**src/rtl/fixed_addsub_pipe.sv**
```systemverilog
// Fixed-point add/subtract joining two operand streams into one result stream, with saturation and an overflow counter.
// Latency: LATENCY cycles from accept to S_vld when not stalled; one beat per cycle sustained.
// Backpressure: S_rdy ripples combinationally to A_rdy/B_rdy, and bubbles collapse. Holds LATENCY beats when stalled.
module fixed_addsub_pipe #(
    parameter int WIDTH    = 16,
    parameter int LATENCY  = 2,
    parameter int SIGNED   = 1,
    parameter int SATURATE = 1,
    parameter int CNT_W    = 16
) (
    input  logic             clk,
    input  logic             rst_n,
    input  logic             A_vld,
    input  logic [WIDTH-1:0] A_dat,
    input  logic             A_op,
    output logic             A_rdy,
    input  logic             B_vld,
    input  logic [WIDTH-1:0] B_dat,
    output logic             B_rdy,
    output logic             S_vld,
    output logic [WIDTH-1:0] S_dat,
    output logic             S_ovf,
    input  logic             S_rdy,
    input  logic             cnt_clr,
    output logic [CNT_W-1:0] ovf_cnt
);

    logic [WIDTH:0]   ext_a;
    logic [WIDTH:0]   ext_b;
    logic [WIDTH:0]   sum;
    logic [WIDTH-1:0] clamp;
    logic [WIDTH-1:0] res;
    logic             ovf;
    logic             acc;
    logic             any_free;

    logic [LATENCY-1:0] v;
    logic [LATENCY-1:0] load;
    logic [LATENCY-1:0] v_src;
    logic [LATENCY-1:0] o;
    logic [LATENCY-1:0] o_src;
    logic [WIDTH-1:0]   d     [LATENCY];
    logic [WIDTH-1:0]   d_src [LATENCY];

    // One extra bit holds the exact sum/difference, so its top bits expose overflow.
    always_comb begin
        ext_a = {(SIGNED != 0) ? A_dat[WIDTH-1] : 1'b0, A_dat};
        ext_b = {(SIGNED != 0) ? B_dat[WIDTH-1] : 1'b0, B_dat};
        sum   = A_op ? (ext_a - ext_b) : (ext_a + ext_b);
        ovf   = 1'b0;
        clamp = '0;
        if (SIGNED != 0) begin
            ovf   = sum[WIDTH] ^ sum[WIDTH-1];
            clamp = sum[WIDTH] ? {1'b1, {(WIDTH-1){1'b0}}} : {1'b0, {(WIDTH-1){1'b1}}};
        end else begin
            ovf   = sum[WIDTH];
            clamp = A_op ? '0 : '1;
        end
        res = sum[WIDTH-1:0];
        if ((SATURATE != 0) && ovf) begin
            res = clamp;
        end
    end

    // Stage i can load when the output drains or any stage from i onward is empty.
    always_comb begin
        any_free = 1'b0;
        load     = '0;
        for (int i = 0; i < LATENCY; i++) begin
            any_free = S_rdy;
            for (int j = i; j < LATENCY; j++) begin
                any_free = any_free | ~v[j];
            end
            load[i] = any_free;
        end
    end

    assign A_rdy = rst_n & load[0];
    assign B_rdy = A_rdy;
    assign acc   = A_vld & B_vld & A_rdy;

    always_comb begin
        v_src    = '0;
        o_src    = '0;
        v_src[0] = acc;
        o_src[0] = ovf;
        d_src[0] = res;
        for (int i = 1; i < LATENCY; i++) begin
            v_src[i] = v[i-1];
            o_src[i] = o[i-1];
            d_src[i] = d[i-1];
        end
    end

    always_ff @(posedge clk or negedge rst_n) begin
        if (!rst_n) begin
            v <= '0;
            o <= '0;
            for (int i = 0; i < LATENCY; i++) begin
                d[i] <= '0;
            end
        end else begin
            for (int i = 0; i < LATENCY; i++) begin
                if (load[i]) begin
                    v[i] <= v_src[i];
                    o[i] <= o_src[i];
                    d[i] <= d_src[i];
                end
            end
        end
    end

    assign S_vld = v[LATENCY-1];
    assign S_dat = d[LATENCY-1];
    assign S_ovf = o[LATENCY-1];

    always_ff @(posedge clk or negedge rst_n) begin
        if (!rst_n) begin
            ovf_cnt <= '0;
        end else if (cnt_clr) begin
            ovf_cnt <= '0;
        end else if (S_vld && S_rdy && S_ovf && (ovf_cnt != {CNT_W{1'b1}})) begin
            ovf_cnt <= ovf_cnt + CNT_W'(1);
        end
    end

endmodule

```
**config.mk**
```make
export PLATFORM = sky130hd
export DESIGN_NAME = fixed_addsub_pipe
export DESIGN_NICKNAME = d
export VERILOG_FILES = /design/src/rtl/fixed_addsub_pipe.sv
export SDC_FILE = /design/constraint.sdc
export NUM_CORES = 1
export LEC_CHECK = 0
export ABC_AREA = 1
export BUFFER_PORTS_ARGS = -buffer_cell sky130_fd_sc_hd__buf_2
export CELL_PAD_IN_SITES_DETAIL_PLACEMENT = 0
export CELL_PAD_IN_SITES_GLOBAL_PLACEMENT = 1
export CORE_UTILIZATION = 30
export DETAILED_ROUTE_END_ITERATION = 12
export PLACE_DENSITY_LB_ADDON = 0.05
export SETUP_SLACK_MARGIN = 0.05
export SLEW_MARGIN = 20
export SYNTH_ARGS = -nofsm -noshare
export SYNTH_HDL_FRONTEND = slang
export SYNTH_SLANG_ARGS = --single-unit
```
**constraint.sdc**
```tcl
create_clock -name clk -period 3.05 [get_ports clk]
set_clock_uncertainty 0.15 [all_clocks]
set_input_delay 0.7625 -clock clk [delete_from_list [all_inputs] [get_ports clk]]
set_output_delay 0.7625 -clock clk [all_outputs]
set_load 0.05 [all_outputs]
```
==> qor.yml <==
ir_worst_vdd_mv: 0.1857
hold_depth: 2
required_ps: 3070
r2r_cells: 12
power_uw: 3029
gp_congestion: 0.8258
rsz0062_at_grt: "yes"
ys_warn_count: 0
p_comb_share_pct: 47.1
syn2layout_area_growth_pct: 40.05
drv_slew: 0
cts_tree: "yes"
fin_crit_ps: 3181
vias: 3554
drv_cap: 0
p_int_uw: 1789
wl_per_cell_um: 11.57
end_kind: "register"
min_path_type: "register to register"
setup_ws_ps: -130.9
stdcell_area_um2: 5215
clkSlewWorstSetupHoldPaths_ps: 60
vias_per_cell: 4.261
n_fill_cell: 1265
drt-total-wl_um: 9646
synth-seq-cells: 52
synthArstFlopShare_pct: 100.0
grt_remaining_overflow: 0
portBuffers: 74
die_h_um: 113.4
synth_nets: 579
drt_iter0_drc: 162
netlist.top_cell.by_area: "dfrtp_1"
clk_latency_ps: 290
p_switching_uw: 1240
netlist_instances: 521
synth_edf_count: 0
grt_pass1_vias: 3385
pwr-share-seq_pct: 32.4
cts-root-buf: "clkbuf_16"
drtPass1Iterations: 4
violations: "negative setup slack"
p_leak_uw: 0.002777
antenna_left: 0
rrSetupSlack_ps: 710
multi_input_comb_area_um2: 2225
synth_most_common_cell: "nand2_1"
yosysSeqAreaShare_pct: 34.95
p_per_area_nw_per_um2: 580.7
critPathMaxFanout: 10
finalHoldViolations: 0
die_w_um: 113.4
antenna_cells: 0
io_pins: 75
final-seq-area_um2: 1303
hpwl_um: 7824
start_kind: "primary input"
clock_power_share_pct: 20.5
antenna_found_initial: 0
grt_max_degree: 54
initial_utilization_pct: 30.87
status: "finished, violations left"
die_area_um2: 12860
numCtsBuffers: 5
grt_util_all_layers_pct: 15.62
relSlewSlack_pct: 54.79
synth_top_area_share_pct: 34.95
clkSinkCount: 52
syn_area_per_cell_um2: 7.147
synth_flop_cell: "dfrtp_1"
h-tree-depth: 2
cp_data_arrival_time_ps: 3200
switching_share_pct: 40.93
fp.coreArea_um2: 12060
layout_worst_path_cycle_share_pct: 104.3
yosysUniqueCellTypes: 36
postCtsHoldBufs: 0
layout-drive-gt1-share_pct: 36.49
path_class: "primary input to register"
std_cell_rows: 40
synth_area_um2: 3724
yosys-top-cells-area: "dfrtp_1 (35%), nand2_1 (17%), ha_1 (6.0%)"
setup_viol: 16
place_area_um2: 4801
grt_pass1_wl_um: 16100
final_nets: 724
clockBufferDepth: 2
synthTopCellsByCount: "nand2_1 (171), inv_1 (58), dfrtp_1 (52)"
route.detailed.drc: 0
fmax_ghz: 0.3144
tightest_slew_ps: 678.1
[logic make-up after synthesis]
| family | Yosys count | share of synthesized area [%] |
|---|---|---|
| AO/OA/AOI/OAI | 65 | 10.25 |
| buffers and inverters | 88 | 11.09 |
| flip-flops | 52 | 34.95 |
| adder cells (fa/ha/maj) | 19 | 6.586 |
| XOR/XNOR | 28 | 6.586 |
| AND/OR/NAND/NOR | 269 | 30.54 |
[power groups by stage]
stage / clock (uW) / sequential (uW) / combinational [uW]
after floorplan: 0 / 993 / 987
after global placement: 0 / 992 / 1320
after detailed placement: 0 / 995 / 1330
after CTS: 644 / 982 / 1370
after global routing: 671 / 1000 / 1560
final: 621 / 980 / 1430
[cell type report]
cell class | count | area share (%)
flip-flops and latches | 52 | 24.98
multi-input cells | 382 | 42.66
clock buffers | 6 | 2.471
clock inverters | 1 | 0.5758
well taps | 168 | 4.031
repair buffers | 162 | 20.44
inverters | 63 | 4.846
[layout by cell type, fill, tap and decap left out, drive strengths merged]
cell type  synthesis  layout
clkbuf             5       6
nand3             23      23
nor3               8       8
and3               1       1
nor2              49      49
a41oi              1       1
o21a               2       2
a2bb2oi            1       1
buf               20     162
xnor2             10      10
a31oi              5       5
a21oi             32      32
nor4               1       1
nor3b              1       1
o21ai             21      21
dfrtp             52      52
xor2              18      18
ha                18      18
nand2            182     183
a211oi             3       3
bufinv             0       1
inv               62      61
clkinvlp           0       1
fa                 1       1
clkinv             1       1
nand4              4       4
[final timing paths]
kind,to,startpoint
max reg2reg,ovf_cnt[10],ovf_cnt[0]
max in group asynchronous,v[1],rst_n
max,d[22],B_dat[0]
min reg2reg,S_dat[14],d[30]
min in group asynchronous,ovf_cnt[14],rst_n
min,S_dat[14],d[30]
[layer usage]
metal	part of all wire, %	global-route usage, %
met2	44	24.66
met3	3.3	2.391
met1	52	22.23
met4	0.97	4.211
met5	0	0
[critical path, stage by stage]
cell     delay (ps)
buf_4           130
inv_2            70
ha_4            140
nand2_4          50
nor2_4          110
nand2_2          80
o21ai_2         170
o21ai_1         100
xnor2_1         140
ha_1            370
nand2_1          90
inv_2            90
nand2_4          60
nor3_4          200
a21oi_2          80
nand2_1         100
nand2_4          70
a21oi_4         170
buf_12          150
a21oi_1          60
[repair_timing]
item / in CTS / in global routing
buffers inserted: 2 / 7
endpoints found under the setup margin: 17 / 17
pin swaps: 16 / 20
cloned: 1 / 0
gates resized for setup: 28 / 30
[sequential cells by signal, indices dropped and copies added, names as in the netlist]
signal,flops
ovf_cnt,16
o,2
v,2
S_dat,16
d,16
[per-stage QoR]
step | TNS, ps | hold slack, ps | worst slack, ps | utilization (%) | cells
floorplan | -1592 | 286.7 | -131.6 | - | 521
global placement | -8522 | 306.8 | -570.6 | 39.80 | 817
detailed placement | -9526 | 302.5 | -653.3 | 39.80 | 817
CTS | -1334 | 319.1 | -96.62 | 41.96 | 827
global route | -4672 | 343.1 | -310.3 | 43.24 | 834
finish | -1752 | 324.3 | -130.9 | 43.24 | 834
No activity file was read; power rests on OpenSTA's default activity.
